### src/rtl/game_rom_pkg.sv
// Shared types and width helpers for the cartridge-memory bridge.
package game_rom_pkg;

  typedef enum logic [1:0] {
    ST_IDLE = 2'd0,
    ST_WR   = 2'd1,
    ST_RD   = 2'd2,
    ST_DONE = 2'd3
  } state_e;

  function automatic int lane_w(input int avs_w, input int mem_w);
    return $clog2(avs_w / mem_w);
  endfunction

  function automatic int ch_w(input int num_ch);
    return (num_ch > 1) ? $clog2(num_ch) : 1;
  endfunction

endpackage

### src/rtl/game_rom_bridge.sv
// Avalon-MM slave that serialises 32-bit bus words into byte cycles on NUM_CH cartridge memories.
// state   | meaning
// ST_IDLE | waiting for a command; hold blocks acceptance
// ST_WR   | one write cycle per lane, disabled lanes still take their cycle
// ST_RD   | per lane: issue cycle plus READ_LATENCY wait cycles, capture in the last
// ST_DONE | waitrequest low for one cycle
module game_rom_bridge
  import game_rom_pkg::*;
#(
  parameter  int AVS_DATA_W   = 32,
  parameter  int MEM_DATA_W   = 8,
  parameter  int MEM_ADDR_W   = 16,
  parameter  int NUM_CH       = 2,
  parameter  int READ_LATENCY = 2,
  localparam int LANES        = AVS_DATA_W / MEM_DATA_W,
  localparam int LANE_W       = lane_w(AVS_DATA_W, MEM_DATA_W),
  localparam int CH_W         = ch_w(NUM_CH),
  localparam int AVS_ADDR_W   = CH_W + MEM_ADDR_W - LANE_W
) (
  input  logic                         clk_clk,
  input  logic                         reset_reset,
  input  logic [AVS_ADDR_W-1:0]        avs_address,
  input  logic                         avs_write,
  input  logic [AVS_DATA_W-1:0]        avs_writedata,
  input  logic [LANES-1:0]             avs_byteenable,
  input  logic                         avs_read,
  output logic [AVS_DATA_W-1:0]        avs_readdata,
  output logic                         avs_waitrequest,
  input  logic                         hold,
  output logic [MEM_ADDR_W-1:0]        mem_addr,
  output logic [MEM_DATA_W-1:0]        mem_wdata,
  output logic [NUM_CH-1:0]            mem_we,
  output logic [NUM_CH-1:0]            mem_re,
  input  logic [NUM_CH*MEM_DATA_W-1:0] mem_rdata,
  output logic                         busy
);

  localparam int WORD_W = MEM_ADDR_W - LANE_W;
  localparam int LAT_W  = $clog2(READ_LATENCY + 1);
  localparam logic [LANE_W-1:0] LAST_LANE = LANE_W'(LANES - 1);
  localparam logic [LAT_W-1:0]  LAT_LOAD  = LAT_W'(READ_LATENCY);

  state_e                  state_q, state_d;
  logic [LANE_W-1:0]       lane_q, lane_d;
  logic [LAT_W-1:0]        lat_q, lat_d;
  logic [CH_W-1:0]         ch_q, ch_d;
  logic [WORD_W-1:0]       word_q, word_d;
  logic [AVS_DATA_W-1:0]   data_q, data_d;
  logic [LANES-1:0]        be_q, be_d;
  logic [AVS_DATA_W-1:0]   rdata_q, rdata_d;
  logic [MEM_ADDR_W-1:0]   addr_q, addr_d;
  logic [MEM_DATA_W-1:0]   wdata_q, wdata_d;
  logic [NUM_CH-1:0]       we_q, we_d;
  logic [NUM_CH-1:0]       re_q, re_d;
  logic [MEM_DATA_W-1:0]   rd_byte;

  always_comb begin
    state_d = state_q;
    lane_d  = lane_q;
    lat_d   = lat_q;
    ch_d    = ch_q;
    word_d  = word_q;
    data_d  = data_q;
    be_d    = be_q;
    rdata_d = rdata_q;
    addr_d  = addr_q;
    wdata_d = wdata_q;
    we_d    = '0;
    re_d    = '0;
    rd_byte = '0;

    // Out-of-range channels never match, so their reads return zero.
    for (int c = 0; c < NUM_CH; c++) begin
      if (ch_q == CH_W'(c)) rd_byte = mem_rdata[c*MEM_DATA_W +: MEM_DATA_W];
    end

    case (state_q)
      ST_IDLE: begin
        if (!hold && (avs_write || avs_read)) begin
          ch_d   = avs_address[AVS_ADDR_W-1 -: CH_W];
          word_d = avs_address[WORD_W-1:0];
          lane_d = '0;
          if (avs_write) begin
            data_d  = avs_writedata;
            be_d    = avs_byteenable;
            state_d = ST_WR;
          end else begin
            lat_d   = LAT_LOAD;
            rdata_d = '0;
            state_d = ST_RD;
          end
        end
      end
      ST_WR: begin
        if (lane_q == LAST_LANE) state_d = ST_DONE;
        else                     lane_d  = lane_q + 1'b1;
      end
      ST_RD: begin
        if (lat_q == '0) begin
          rdata_d[int'(lane_q)*MEM_DATA_W +: MEM_DATA_W] = rd_byte;
          if (lane_q == LAST_LANE) begin
            state_d = ST_DONE;
          end else begin
            lane_d = lane_q + 1'b1;
            lat_d  = LAT_LOAD;
          end
        end else begin
          lat_d = lat_q - 1'b1;
        end
      end
      ST_DONE: state_d = ST_IDLE;
      default: state_d = ST_IDLE;
    endcase

    // Memory-side outputs are registered from the next state so each lane's
    // strobe appears in the cycle the FSM spends on that lane.
    if (state_d == ST_WR) begin
      addr_d  = {word_d, lane_d};
      wdata_d = data_d[int'(lane_d)*MEM_DATA_W +: MEM_DATA_W];
      for (int c = 0; c < NUM_CH; c++) begin
        if (ch_d == CH_W'(c)) we_d[c] = be_d[lane_d];
      end
    end else if (state_d == ST_RD) begin
      addr_d = {word_d, lane_d};
      if (lat_d == LAT_LOAD) begin
        for (int c = 0; c < NUM_CH; c++) begin
          if (ch_d == CH_W'(c)) re_d[c] = 1'b1;
        end
      end
    end
  end

  always_ff @(posedge clk_clk or posedge reset_reset) begin
    if (reset_reset) begin
      state_q <= ST_IDLE;
      lane_q  <= '0;
      lat_q   <= '0;
      ch_q    <= '0;
      word_q  <= '0;
      data_q  <= '0;
      be_q    <= '0;
      rdata_q <= '0;
      addr_q  <= '0;
      wdata_q <= '0;
      we_q    <= '0;
      re_q    <= '0;
    end else begin
      state_q <= state_d;
      lane_q  <= lane_d;
      lat_q   <= lat_d;
      ch_q    <= ch_d;
      word_q  <= word_d;
      data_q  <= data_d;
      be_q    <= be_d;
      rdata_q <= rdata_d;
      addr_q  <= addr_d;
      wdata_q <= wdata_d;
      we_q    <= we_d;
      re_q    <= re_d;
    end
  end

  assign avs_readdata    = rdata_q;
  assign avs_waitrequest = (state_q != ST_DONE);
  assign busy            = (state_q != ST_IDLE);
  assign mem_addr        = addr_q;
  assign mem_wdata       = wdata_q;
  assign mem_we          = we_q;
  assign mem_re          = re_q;

endmodule

### config.mk
export PLATFORM = sky130hd
export DESIGN_NAME = game_rom_bridge
export DESIGN_NICKNAME = d
export VERILOG_FILES = /design/src/rtl/game_rom_pkg.sv /design/src/rtl/game_rom_bridge.sv
export SDC_FILE = /design/constraint.sdc
export NUM_CORES = 1
export LEC_CHECK = 0
export CAP_MARGIN = 20
export CELL_PAD_IN_SITES_DETAIL_PLACEMENT = 1
export CELL_PAD_IN_SITES_GLOBAL_PLACEMENT = 1
export CORE_MARGIN = 5
export CORE_UTILIZATION = 25
export DETAILED_ROUTE_END_ITERATION = 12
export GPL_ROUTABILITY_DRIVEN = 0
export GPL_TIMING_DRIVEN = 0
export PLACE_DENSITY = 0.62
export SYNTH_ARGS = -nofsm -noshare
export SYNTH_HDL_FRONTEND = slang
export SYNTH_SLANG_ARGS = --single-unit
### constraint.sdc
create_clock -name clk_clk -period 6.19 [get_ports clk_clk]
set_clock_uncertainty 0.05 [all_clocks]
set_input_delay 1.238 -clock clk_clk [delete_from_list [all_inputs] [get_ports clk_clk]]
set_output_delay 1.238 -clock clk_clk [all_outputs]
set_load 0.02 [all_outputs]
==> out/qor.yml, run 1 <==
dr.pass1.iters: 4
place_inst: 780
use_met3_pct: 4.49
worstSetupPathType: "primary input to register"
ir_drop_mv: 0.210
total_power_mw: 3.56
maxSlewHeadroom_pct: 49.5
grt_pass1_vias: 4083
wl_per_cell_um: 17.9
yosysUniqueCellTypes: 41
tritoncts: "yes"
io_pins: 134
syn2layout_area_growth_pct: 44.9
wirelength_um: 14400
pre_cts_slack_ns: 2.11
status: "complete, no violations"
synth_compound_gate_area_share_pct: 8.32
cts_setup_buffers: 0
synth_top_family_by_area: "multiplexers"
synth_area_mm2: 0.00498
hold_path.class: "register to register"
ys_seq_area_share_pct: 58.8
slew_violations: 0
synth_edf_count: 0
use_met2_pct: 21.1
synthSimpleGateAreaFrac_pct: 7.64
htreeDepth: 4
p_clk_share_pct: 25.7
fin_crit_ns: 3.61
final.setup.worst_slack_ns: 2.58
cap_violations: 0
grt.busiest_layer: "met2"
end_kind: "register"
vias: 3602
ys_seq_elements: 117
p_sw_share_pct: 33.7
final_cell_mix: "clkdlybuf4s50_1 (133), dfrtp_1 (117), mux2_2 (62)"
crit_fanout: 10
grt_overflow_total: 0
power.leakage_nw: 3.03
clock_sinks: 117
portBuffers: 133
diodes: 0
grt_first_pass_wirelength_um: 22400
power_density_mw_per_mm2: 493
cp-start-kind: "primary input"
fmax_mhz: 277
hold_viol_final: 0
ant_nets: 0
std_cell_rows: 51
cts_hold_buffers: 0
tightest_slew_ns: 0.758
ys.flop_type: "dfrtp_1"
cts_buffers: 17
synth_mux_area_share_pct: 20.9
cts_buffer_depth: 2
drtIter0Drc: 81
fillers: 2114
fin_nets: 612
final_core_util_pct: 37.0
tns_ns: 0
drive_gt1_share_pct: 19.5
cp_data_arrival_time_ns: 3.85
power_frac_comb_pct: 41.5
seqPwrFrac_pct: 32.8
mostFrequentLayoutCell: "clkdlybuf4s50_1"
syn-num-nets: 459
viasPerCell: 4.45
synth_xor_area_share_pct: 0
synthCells: 381
worstSkewPairLatency_ns: 0.41
die_h_um: 151
setup_viol: 0
root_buffer: "clkbuf_16"
die_w_um: 151
fin_crit_sh_pct: 58.4
power.switching_mw: 1.20
start_util_pct: 25.5
syn_area_per_cell_um2: 13.1
antenna_found_initial: 0
dieArea_mm2: 0.0228
dp_hpwl_um: 10800
synth-async-reset-ratio_pct: 100
grtUsageMet1_pct: 16.1
route.detailed.drc: 0
rsz0062_at_grt: "false"
stdcell_count: 809
grt_max_degree: 93
intPower_mw: 2.36
grt_util_all_layers_pct: 12.9
synth-adder-area-share_pct: 1.51
cts_resized: 0
cts.reportedPaths.clkPinSlew_ns: 0.05
coreArea_mm2: 0.0195
required_ns: 6.43
yosysWarnings: 0
[worst paths after layout]
| path | startpoint | end | slack, ns | depth (start not counted) |
|---|---|---|---|---|
| max in group asynchronous | reset_reset | avs_readdata[3] | 4.23 | 3 |
| worst min-delay path | avs_readdata[15] | avs_readdata[15] | 0.43 | 2 |
| worst min register to register | avs_readdata[15] | avs_readdata[15] | 0.43 | 2 |
| worst max-delay path | avs_read | mem_addr[0] | 2.58 | 9 |
| worst max register to register | state_q[1] | mem_addr[0] | 3.22 | 9 |
| min in group asynchronous | reset_reset | mem_addr[7] | 1.11 | 2 |
[state kept, by name, indices dropped and copies added, names as in the netlist]
name	flops
avs_readdata	32
data_q	32
mem_addr	16
word_q	14
mem_wdata	8
be_q	4
lane_q	2
lat_q	2
mem_re	2
mem_we	2
state_q	2
ch_q	1
[layer usage]
layer	vias up	wire length [µm]
li1	1668	-
met1	1800	6380
met2	117	6800
met3	17	1050
met4	0	211
met5	-	0
[power groups by stage]
stage	logic, mW	clock network (mW)	registers, mW
3_5_place_dp	1.51	0	1.18
3_3_place_gp	1.46	0	1.17
4_1_cts	1.51	0.945	1.17
2_1_floorplan	0.885	0	1.26
6_report	1.48	0.913	1.17
5_1_grt	1.61	0.981	1.20
[worst max-delay path: stages]
cell and delay [ns]:
clkdlybuf4s50_1 0.47, nor3b_1 0.32, nor2_1 0.08, nor2_1 0.15
a21o_1 0.17, ha_1 0.16, buf_1 0.32, clkbuf_1 0.54
mux2_2 0.41
[area by class of cell]
class                           count  area (µm²)  area share, %
Sequential cell                   117        2930           40.6
Timing Repair Buffer              134        1360           18.8
Multi-Input combinational cell    232        1910           26.4
Clock buffer                       24         492           6.81
Buffer                             18        91.3           1.27
Tap cell                          265         332           4.59
Clock inverter                      5        50.0          0.693
Inverter                           14        57.6          0.798
[cells in the mapped netlist, types with 4 or more instances]
library cell	instances	share of area, %
inv_1	13	0.98
and3_1	5	0.63
nor2_1	6	0.45
o21ai_1	4	0.40
ha_1	6	1.5
mux2i_1	28	5.6
nand2b_1	9	1.1
mux2_2	62	14
o31ai_1	32	4.8
dfrtp_1	117	59
o221ai_1	7	1.2
nand2_1	40	3.0
buf_2	4	0.40
nor2b_1	4	0.50
clkbuf_1	8	0.60
[cell families (layout without fill, tap and decap cells)]
family / count (synthesis) / in the layout
buf+inv: 32 / 195
mux: 93 / 93
flops: 117 / 117
compound gates: 56 / 56
fa+ha+maj: 6 / 6
simple gates: 77 / 77
[stage by stage]
step	hold WS [ns]	cell area (µm²)
6_report	0.426	7220
5_1_grt	0.445	7220
4_1_cts	0.431	7220
3_5_place_dp	0.419	6680
3_3_place_gp	0.409	6640
2_1_floorplan	0.392	4980
No activity file was read; power rests on OpenSTA's default activity.
==> run 2: changes to the inputs <==
- PLACE_DENSITY: 0.62 -> 0.64
- clock period: 6.19 -> 3.3 ns (I/O delays scaled with it)
==> run 2 against run 1 <==
Clock power grew 110%. Cell count grew 0.62%. Flip-flop and latch count is the same. Die area is the same. Register-to-register slack lost 2.8 ns. First-iteration DRC count grew 9.9%. Utilization grew 0.51 points. Critical endpoint is now mem_addr[2]. Largest cell class unchanged.
==> out/qor.yml, run 2 (synthesis gave the netlist of run 1 again) <==
status: "complete, no violations"
p_sw_share_pct: 33.5  # -0.20 points
dr.pass1.iters: 4  # unchanged
htreeDepth: 4  # unchanged
drtIter0Drc: 89  # +9.9%
dieArea_mm2: 0.0228  # unchanged
power.leakage_nw: 3.06  # +1.0%
power.switching_mw: 2.30  # +91%
grt_util_all_layers_pct: 13.0  # +0.10 points
grt_first_pass_wirelength_um: 22600  # +0.89%
min_from: "avs_readdata[13]"
ir_drop_mv: 0.419  # +100%
fin_nets: 614  # +0.33%
hold_path.class: "register to register"
root_buffer: "clkbuf_16"
die_h_um: 151  # unchanged
cp_data_arrival_time_ns: 3.20  # -0.65 ns
power_frac_comb_pct: 40.4  # -1.1 points
vias: 3624  # +0.61%
fmax_mhz: 338
viasPerCell: 4.45  # about the same
p_clk_share_pct: 27.7  # +2.0 points
cts.reportedPaths.clkPinSlew_ns: 0.06  # about the same
slew_violations: 0  # unchanged
die_w_um: 151  # unchanged
maxSlewHeadroom_pct: 52.6  # +3.1 points
mostFrequentLayoutCell: "clkdlybuf4s50_1"
reg2reg_slack_ns: 0.42  # -2.80 ns
drive_gt1_share_pct: 20.6  # +1.1 points
start_util_pct: 25.5  # unchanged
tightest_slew_ns: 0.711  # -0.0471 ns
power_density_mw_per_mm2: 936  # +90%
syn2layout_area_growth_pct: 46.9
required_ns: 3.55  # -2.88 ns
grt_pass1_vias: 4210  # +3.1%
crit_fanout: 10  # unchanged
dpl_cell_area_mm2: 0.00671  # +0.47%
diodes: 0  # unchanged
wirelength_um: 14300  # -1.2%
hold_viol_final: 0  # unchanged
clock_sinks: 117  # unchanged
cts_buffer_depth: 2  # unchanged
io_pins: 134  # unchanged
dp_hpwl_um: 10800  # +0.41%
setup_viol: 0  # unchanged
wl_per_cell_um: 17.5  # -1.8%
coreArea_mm2: 0.0195  # unchanged
cp-startpoint: "avs_read"
fin_crit_sh_pct: 89.6
std_cell_rows: 51  # unchanged
final_core_util_pct: 37.5  # +0.51 points
route.detailed.drc: 0  # unchanged
rr_startpoint: "state_q[1]"
cts_buffers: 17  # unchanged
intPower_mw: 4.56  # +93%
rsz0062_at_grt: "false"
final_cell_mix: "clkdlybuf4s50_1 (133), dfrtp_1 (117), mux2_2 (62)"
cts_hold_buffers: 0  # unchanged
cts_resized: 0  # unchanged
worstSkewPairLatency_ns: 0.41  # about the same
grt_max_degree: 43  # -54%
cp-start-kind: "primary input"
cap_violations: 0  # unchanged
fin_hold_ws_ns: 0.426  # +0.000384 ns
grt_overflow_total: 0  # unchanged
final_area_mm2: 0.00732  # +1.4%
antenna_found_initial: 1  # +1
cts_setup_buffers: 0  # unchanged
tritoncts: "yes"
seqPwrFrac_pct: 31.9  # -0.9 points
worstSetupPathType: "primary input to register"
portBuffers: 133  # unchanged
end_kind: "register"
ant_nets: 0  # unchanged
fin_crit_ns: 2.96
-- run 2: power groups by stage --
stage	combinational (mW)	clock, mW	sequential (mW)
after detailed placement	2.84	0	2.22
after CTS	2.84	1.95	2.20
after global placement	2.75	0	2.19
after floorplan	1.66	0	2.36
after global routing	3.04	2.01	2.25
final	2.77	1.90	2.19
-- run 2: through the flow --
step | power, mW | setup WS, ns | std cells | TNS, ns
final | 6.85 | 0.344 | 814 | 0
after global placement | 4.94 | -0.172 | 779 | -1.70
after CTS | 6.99 | 0.271 | 814 | 0
after detailed placement | 5.05 | -0.174 | 782 | -1.64
after global routing | 7.30 | 0.0825 | 814 | 0
after floorplan | 4.02 | 0.763 | 381 | 0
-- run 2: final cells by class --
type | instances | area (µm²)
buffer | 18 | 91.3
timing repair buffer | 136 | 1390
fill | 2131 | 12200
sequential | 117 | 2930
clock buffer | 20 | 457
multi-input combinational | 232 | 1910
inverter | 14 | 56.3
tap | 265 | 332
clock inverter | 12 | 154
-- run 2: critical path, cell delays in order --
cell	delay, ns
clkdlybuf4s50_1	0.49
nor3b_1	0.34
nor2_1	0.07
nor2_1	0.14
a21o_1	0.15
ha_1	0.14
buf_1	0.31
clkbuf_1	0.50
mux2_2	0.40
-- run 2: path summary, 6_finish.rpt --
check	end	cells past startpoint
max in group asynchronous	data_q[10]	4
min reg2reg	avs_readdata[13]	2
min	avs_readdata[13]	2
max reg2reg	mem_addr[2]	9
min in group asynchronous	avs_readdata[0]	2
max	mem_addr[2]	9
-- run 2: per-layer routing --
| layer | GRT usage [%] | vias up | part of all wire, % |
|---|---|---|---|
| li1 | - | 1675 | - |
| met1 | 15.1 | 1823 | 42 |
| met2 | 21.7 | 110 | 48 |
| met3 | 6.10 | 14 | 8.7 |
| met4 | 3.58 | 2 | 0.98 |
| met5 | 0 | - | 0.091 |
==> run 3: changes to the inputs <==
- CTS_CLUSTER_DIAMETER: default -> 200
==> results of run 3 <==
Same layout as run 2: the final DEF is identical, and so are final timing and power.
